**src/rtl/lcd_status_writer.sv**
```systemverilog
// lcd_status_writer: renders coffee controller status on an HD44780 16x2 LCD
// over an 8-bit write-only bus. Runs power-on init, then redraws both lines
// whenever the live status differs from the last rendered snapshot.
// Optional: `define LCD_ERROR_TEXT_EN adds err to the snapshot and shows
// "ERROR: CHECK" on line 2 while it is set.
module lcd_status_writer #(
    parameter int unsigned CLK_HZ      = 50_000_000,
    parameter int unsigned SPEEDUP_DIV = 1
) (
    input  logic       clk,
    input  logic       rst,
    input  logic       cur_flavor,
    input  logic [2:0] cur_type,
    input  logic [1:0] cur_size,
    input  logic [1:0] sys_state,
    input  logic       err,
    output logic       LCD_RS,
    output logic       LCD_RW,
    output logic       LCD_E,
    output logic [7:0] LCD_DATA,
    output logic       ready,
    output logic       frame_done
);
    localparam int unsigned TicksRaw = CLK_HZ / (1_000_000 * SPEEDUP_DIV);
    localparam logic [31:0] US_TICKS = (TicksRaw == 0) ? 32'd1 : 32'(TicksRaw);
    localparam logic [31:0] PwrLimit = 32'd15000 * US_TICKS - 32'd1;
    localparam logic [31:0] UsLimit  = US_TICKS - 32'd1;
    localparam logic [5:0]  InitLast  = 6'd6;
    localparam logic [5:0]  FrameLast = 6'd33;

    typedef enum logic [2:0] {StPwrWait, StInit, StFrame, StDone, StIdle} state_e;
    typedef enum logic [1:0] {PhSetup, PhPulse, PhWait} phase_e;

`ifdef LCD_ERROR_TEXT_EN
    localparam int unsigned SnapW = 9;
    logic [SnapW-1:0] live;
    logic             snap_err;
    assign live     = {err, cur_flavor, cur_type, cur_size, sys_state};
`else
    localparam int unsigned SnapW = 8;
    logic [SnapW-1:0] live;
    logic             snap_err;
    logic             unused_err;
    assign live       = {cur_flavor, cur_type, cur_size, sys_state};
    assign unused_err = err;
`endif

    state_e           state_q, state_d;
    phase_e           phase_q, phase_d;
    logic [31:0]      cnt_q, cnt_d;
    logic [5:0]       idx_q, idx_d, idx_nxt;
    logic [SnapW-1:0] snap_q, snap_d;
    logic             rs_q, rs_d;
    logic [7:0]       data_q, data_d;
    logic             ready_q, ready_d;
    logic [31:0]      delay_us, wait_limit;

`ifdef LCD_ERROR_TEXT_EN
    assign snap_err = snap_q[8];
`else
    assign snap_err = 1'b0;
`endif

    function automatic logic [7:0] init_byte(input logic [2:0] i);
        logic [7:0] b;
        case (i)
            3'd4:    b = 8'h0C;
            3'd5:    b = 8'h01;
            3'd6:    b = 8'h06;
            default: b = 8'h38;
        endcase
        return b;
    endfunction

    function automatic logic [31:0] init_delay(input logic [2:0] i);
        logic [31:0] d;
        case (i)
            3'd0:    d = 32'd4100;
            3'd1:    d = 32'd100;
            3'd5:    d = 32'd1640;
            default: d = 32'd40;
        endcase
        return d;
    endfunction

    function automatic logic [7:0] line1_char(input logic flav, input logic [2:0] typ,
                                              input logic [1:0] size, input logic [3:0] pos);
        logic [127:0] line;
        logic [7:0]   digit;
        logic [7:0]   sz;
        logic [3:0]   pos_inv;
        digit = (typ <= 3'd4) ? (8'h31 + {5'd0, typ}) : "?";
        case (size)
            2'd0:    sz = "S";
            2'd1:    sz = "M";
            2'd2:    sz = "L";
            default: sz = "?";
        endcase
        line    = {(flav ? "Coffee2 " : "Coffee1 "), "Type ", digit, " ", sz};
        pos_inv = 4'd15 - pos;
        return line[{pos_inv, 3'b000} +: 8];
    endfunction

    function automatic logic [7:0] line2_char(input logic [1:0] sys, input logic e,
                                              input logic [3:0] pos);
        logic [127:0] line;
        logic [3:0]   pos_inv;
        case (sys)
            2'd0:    line = "SELECT          ";
            2'd1:    line = "HEATING WATER   ";
            2'd2:    line = "BREWING         ";
            default: line = "?               ";
        endcase
        if (e) line = "ERROR: CHECK    ";
        pos_inv = 4'd15 - pos;
        return line[{pos_inv, 3'b000} +: 8];
    endfunction

    // Frame layout: 0x80, 16 line-1 chars, 0xC0, 16 line-2 chars; returns {rs, byte}.
    function automatic logic [8:0] frame_byte(input logic [5:0] i, input logic [SnapW-1:0] s,
                                              input logic e);
        logic [8:0] r;
        if (i == 6'd0) begin
            r = 9'h080;
        end else if (i <= 6'd16) begin
            r = {1'b1, line1_char(s[7], s[6:4], s[3:2], 4'(i - 6'd1))};
        end else if (i == 6'd17) begin
            r = 9'h0C0;
        end else begin
            r = {1'b1, line2_char(s[1:0], e, 4'(i - 6'd18))};
        end
        return r;
    endfunction

    assign idx_nxt    = idx_q + 6'd1;
    assign delay_us   = (state_q == StInit) ? init_delay(idx_q[2:0]) : 32'd40;
    assign wait_limit = delay_us * US_TICKS - 32'd1;

    // Next-state: power wait, per-byte SETUP/PULSE/WAIT sequencing, idle change detection.
    always_comb begin
        state_d = state_q;
        phase_d = phase_q;
        cnt_d   = cnt_q + 32'd1;
        idx_d   = idx_q;
        snap_d  = snap_q;
        rs_d    = rs_q;
        data_d  = data_q;
        ready_d = ready_q;
        unique case (state_q)
            StPwrWait: begin
                if (cnt_q == PwrLimit) begin
                    cnt_d   = 32'd0;
                    state_d = StInit;
                    phase_d = PhSetup;
                    idx_d   = 6'd0;
                    rs_d    = 1'b0;
                    data_d  = init_byte(3'd0);
                end
            end
            StInit, StFrame: begin
                unique case (phase_q)
                    PhSetup: if (cnt_q == UsLimit) begin
                        cnt_d   = 32'd0;
                        phase_d = PhPulse;
                    end
                    PhPulse: if (cnt_q == UsLimit) begin
                        cnt_d   = 32'd0;
                        phase_d = PhWait;
                    end
                    default: if (cnt_q == wait_limit) begin
                        cnt_d   = 32'd0;
                        phase_d = PhSetup;
                        if (state_q == StInit && idx_q == InitLast) begin
                            ready_d = 1'b1;
                            state_d = StFrame;
                            idx_d   = 6'd0;
                            snap_d  = live;
                            {rs_d, data_d} = 9'h080;
                        end else if (state_q == StInit) begin
                            idx_d  = idx_nxt;
                            rs_d   = 1'b0;
                            data_d = init_byte(idx_nxt[2:0]);
                        end else if (idx_q == FrameLast) begin
                            state_d = StDone;
                        end else begin
                            idx_d = idx_nxt;
                            {rs_d, data_d} = frame_byte(idx_nxt, snap_q, snap_err);
                        end
                    end
                endcase
            end
            StDone: begin
                cnt_d   = 32'd0;
                state_d = StIdle;
            end
            StIdle: begin
                cnt_d = 32'd0;
                if (live != snap_q) begin
                    state_d = StFrame;
                    phase_d = PhSetup;
                    idx_d   = 6'd0;
                    snap_d  = live;
                    {rs_d, data_d} = 9'h080;
                end
            end
            default: begin
                cnt_d   = 32'd0;
                state_d = StPwrWait;
            end
        endcase
    end

    // State, counters, snapshot and held bus byte.
    always_ff @(posedge clk or posedge rst) begin
        if (rst) begin
            state_q <= StPwrWait;
            phase_q <= PhSetup;
            cnt_q   <= 32'd0;
            idx_q   <= 6'd0;
            snap_q  <= '0;
            rs_q    <= 1'b0;
            data_q  <= 8'h00;
            ready_q <= 1'b0;
        end else begin
            state_q <= state_d;
            phase_q <= phase_d;
            cnt_q   <= cnt_d;
            idx_q   <= idx_d;
            snap_q  <= snap_d;
            rs_q    <= rs_d;
            data_q  <= data_d;
            ready_q <= ready_d;
        end
    end

    assign LCD_RS     = rs_q;
    assign LCD_RW     = 1'b0;
    assign LCD_DATA   = data_q;
    assign LCD_E      = (state_q == StInit || state_q == StFrame) && (phase_q == PhPulse);
    assign ready      = ready_q;
    assign frame_done = (state_q == StDone);

endmodule

```
**config.mk**
```make
export PLATFORM = sky130hd
export DESIGN_NAME = lcd_status_writer
export DESIGN_NICKNAME = d
export VERILOG_FILES = /design/src/rtl/lcd_status_writer.sv
export SDC_FILE = /design/constraint.sdc
export NUM_CORES = 1
export LEC_CHECK = 0
export BUFFER_PORTS_ARGS = -buffer_cell sky130_fd_sc_hd__buf_2
export CAP_MARGIN = 15
export CORE_MARGIN = 1.5
export CORE_UTILIZATION = 68
export CTS_CLUSTER_SIZE = 16
export DETAILED_ROUTE_END_ITERATION = 8
export GPL_TIMING_DRIVEN = 0
export PLACE_DENSITY = 0.87
export SYNTH_ARGS = -nofsm -noshare
export SYNTH_HDL_FRONTEND = slang
export SYNTH_SLANG_ARGS = --single-unit
```
**constraint.sdc**
```tcl
create_clock -name clk -period 17.7 [get_ports clk]
set_clock_uncertainty 0.15 [all_clocks]
set_input_delay 1.77 -clock clk [delete_from_list [all_inputs] [get_ports clk]]
set_output_delay 1.77 -clock clk [all_outputs]
set_load 0.02 [all_outputs]
```
==> flow_metrics.tcl <==
set metrics [dict create \
    number_of_instances_in_the_synthesized_netlist 710 \
    antenna-diode-count 0 \
    synth_compound_gate_area_share 0.208 \
    ctsHoldBuffers 0 \
    hold_start "ready" \
    clock-sinks 61 \
    dr.pass1.iters 5 \
    cp_top_family "simple AND/OR/NAND/NOR gates" \
    setup.worst_path.class "reg -> reg" \
    worst-slew-pin-transition_ps 1070 \
    synth_seq_cells 61 \
    yosys_most_used_dff "sky130_fd_sc_hd__dfrtp_1" \
    run_status "completed" \
    yosys.area_share.adder 0.0988 \
    synth.yosys.warnings 0 \
    grt_start_max_net_pins 44 \
    grt.total_usage 0.377 \
    timing.max_cap.violations 0 \
    die_y_um 95.8 \
    io_buffer_count 21 \
    critPathMaxStageDelay_ps 670 \
    postCtsSetupBuffers 0 \
    drtAntennaViolNets 0 \
    fraction_of_layout_cells_with_a_size_suffix_above_1 0.0896 \
    synth_simple_gate_area_frac 0.250 \
    final_min_period_over_clock_period 0.403 \
    placement.setup.worst_slack_ps 10670 \
    synth_top_cell_by_area "sky130_fd_sc_hd__dfrtp_1" \
    cp-startpoint "idx_q[0]" \
    synthArstFlopShare 1.00 \
    post-dp-hpwl_mm 12.3 \
    grt_pass1_wl_mm 26.4 \
    vias 5862 \
    final.setup.worst_slack_ps 10560 \
    timing.final.max_slew_violations 0 \
    drcViolationCount 0 \
    placement_rows 33 \
    totalWireLength_mm 16.7 \
    netlist_area_mm2 0.00585 \
    cts_tree "yes" \
    crit_path_cell_trace "clkbuf_1 > clkbuf_1 > inv_1 > ha_1 > or2_2 > clkbuf_1 > nand3_1 > ha_1 > inv_1 > ha_1 > ha_1 > fa_1 > or4b_1 > or3_1 > nor3_2 > nand4_1 > a211oi_1 > mux2_2 > and4_4 > and4_1 > buf_4 > or3_1" \
    worst_r2r_startpoint "idx_q[0]" \
    critical_path_required_ps 17780 \
    accumulated_negative_setup_slack_ps 0 \
    max-clock-path-buffers 2 \
    worst_slew_margin_rel 0.281 \
    synth-edff-count 0 \
    post_drt_wl_per_cell_um 19.5 \
    post_layout_nonfiller_instances 853 \
    floorplan.die_area_mm2 0.00917 \
    first_global_vias 5451 \
    cellPowerDensity_mw_per_mm2 43.4 \
    post_synth_xor_area_fraction 0.105 \
    crit_arrival_ps 7220 \
    post_cts_resized 0 \
    layout_overhead_on_the_synthesized_area_pct 7.76 \
    grt_overflow 0 \
    fmax_ghz 0.140 \
    critical_path_peak_fanout 10 \
    finalNetCount 799 \
    root_buffer "sky130_fd_sc_hd__clkbuf_8" \
    most-common-layout-cells "sky130_fd_sc_hd__nand2_1, sky130_fd_sc_hd__nor2_1, sky130_fd_sc_hd__dfrtp_1" \
    cp_num_buf_inv 6 \
    drtIter0Drc 444 \
    clk_pin_slew_worst_paths_ps 80 \
    h-tree-depth 3 \
    synth.yosys.seq_area_share 0.261 \
    dominant_combinational_cell_family_by_area_after_synthesis "simple AND/OR/NAND/NOR gates" \
    dp_cells 837 \
    initial_core_util 0.709 \
    timing.hold.worst.class "reg -> reg" \
    critical_path_cell_with_the_highest_stage_delay "sky130_fd_sc_hd__or4b_1" \
    core_mm2 0.00826 \
    gp_congestion 1.08 \
    muxShareOfSynthArea 0.0218 \
    most_used_cell_along_the_critical_path "sky130_fd_sc_hd__ha_1" \
    final-setup-viol-count 0 \
    synth.lib_cells_used.distinct 82 \
    syn_nets 766 \
    rsz0062_at_grt "no" \
    register_to_register_path_setup_slack_ps 10560 \
    power.static_leakage_nw 2.90 \
    synth_area_per_cell_um2 8.24 \
    layout_min_cycle_time_ps 7140 \
    die_w_um 95.8 \
    cts-buffers-inserted 9 \
    clk_latency_ps 350 \
    viasPerCell 6.87 \
    synth_top_cell_area_share 0.261 \
    setup.worst_path.end_class "flop" \
    max-vdd-ir-drop_v 0.0000618 \
    ios 24 \
    grt_antenna_before_repair 0 \
    hold_violations 0 \
    synth_top_cells_by_area "sky130_fd_sc_hd__dfrtp_1, sky130_fd_sc_hd__ha_1, sky130_fd_sc_hd__xor2_1, sky130_fd_sc_hd__xnor2_1, sky130_fd_sc_hd__nand2_1" \
    worstSetupStartpointType "flop" \
]
final timing paths:
path	to	cells after the start
min in group asynchronous	snap_q[7]	2
worst min-delay path	ready	1
worst max register to register	state_q[1]	22
worst max-delay path	state_q[1]	22
max in group asynchronous	cnt_q[13]	3
worst min register to register	ready	1
worst register-to-register path, delay by kind of cell, from the launching register on:
kind	cells	cell delay (ps)
AOI/OAI and AO/OA	1	340
DFF	1	410
adders and majority gates	5	1680
buffers and inverters	6	1440
and+or+nand+nor	9	2590
muxes	1	410
cell type report:
cell class	instances	area (µm²)
multi-input combinational	572	4000
fill	600	1950
sequential	61	1530
buffer	41	188
inverter	36	135
tap	105	131
timing repair buffer	22	125
clock buffer	9	124
clock inverter	7	73.8
state kept, by name, summed over array words and instances (netlist names):
name	count
phase_q	2
ready	1
state_q	3
snap_q	8
LCD_RS	1
cnt_q	32
LCD_DATA	8
idx_q	6
power breakdown:
part / internal (mW) / switching [mW]
Combinational: 0.00178 / 0.00428
Sequential: 0.139 / 0
Clock: 0.0655 / 0.0630
per-layer routing:
| layer | GRT usage | wire (µm) | vias up |
|---|---|---|---|
| met4 | 0.194 | 741 | 0 |
| met2 | 0.677 | 8500 | 323 |
| met5 | 0 | 0 | - |
| met3 | 0.0592 | 1220 | 64 |
| li1 | - | - | 2694 |
| met1 | 0.431 | 6210 | 2781 |
synth_stat cells, drive strengths merged, types with 9 or more instances:
cell,n
a21oi,28
a31oi,15
a32oi,9
and3,28
buf,11
clkbuf,30
dfrtp,61
ha,43
inv,36
nand2,64
nand3,27
nand4,12
nor2,64
nor3,16
nor4,11
o211ai,11
o21ai,19
o31ai,12
xnor2,32
xor2,38
through the flow:
step / hold slack (ps) / util / total power, mW / area (µm²)
3_5_place_dp: 299 / 0.740 / 0.148 / 6110
2_1_floorplan: 329 / - / 0.145 / 5850
4_1_cts: 318 / 0.764 / 0.274 / 6310
3_3_place_gp: 294 / 0.737 / 0.147 / 6090
6_report: 309 / 0.764 / 0.274 / 6310
5_1_grt: 340 / 0.764 / 0.282 / 6310
cells by family (layout without fill, tap and decap cells):
logic type               count (synthesis)  count (layout)
AND/OR/NAND/NOR                        278             278
multiplexers                            11              11
buffers and inverters                   77             115
other                                    1               1
XOR/XNOR                                70              70
adder cells (fa/ha/maj)                 45              45
AO/OA/AOI/OAI                          167             167
flip-flops                              61              61
Power figures use the tool's default switching activity.
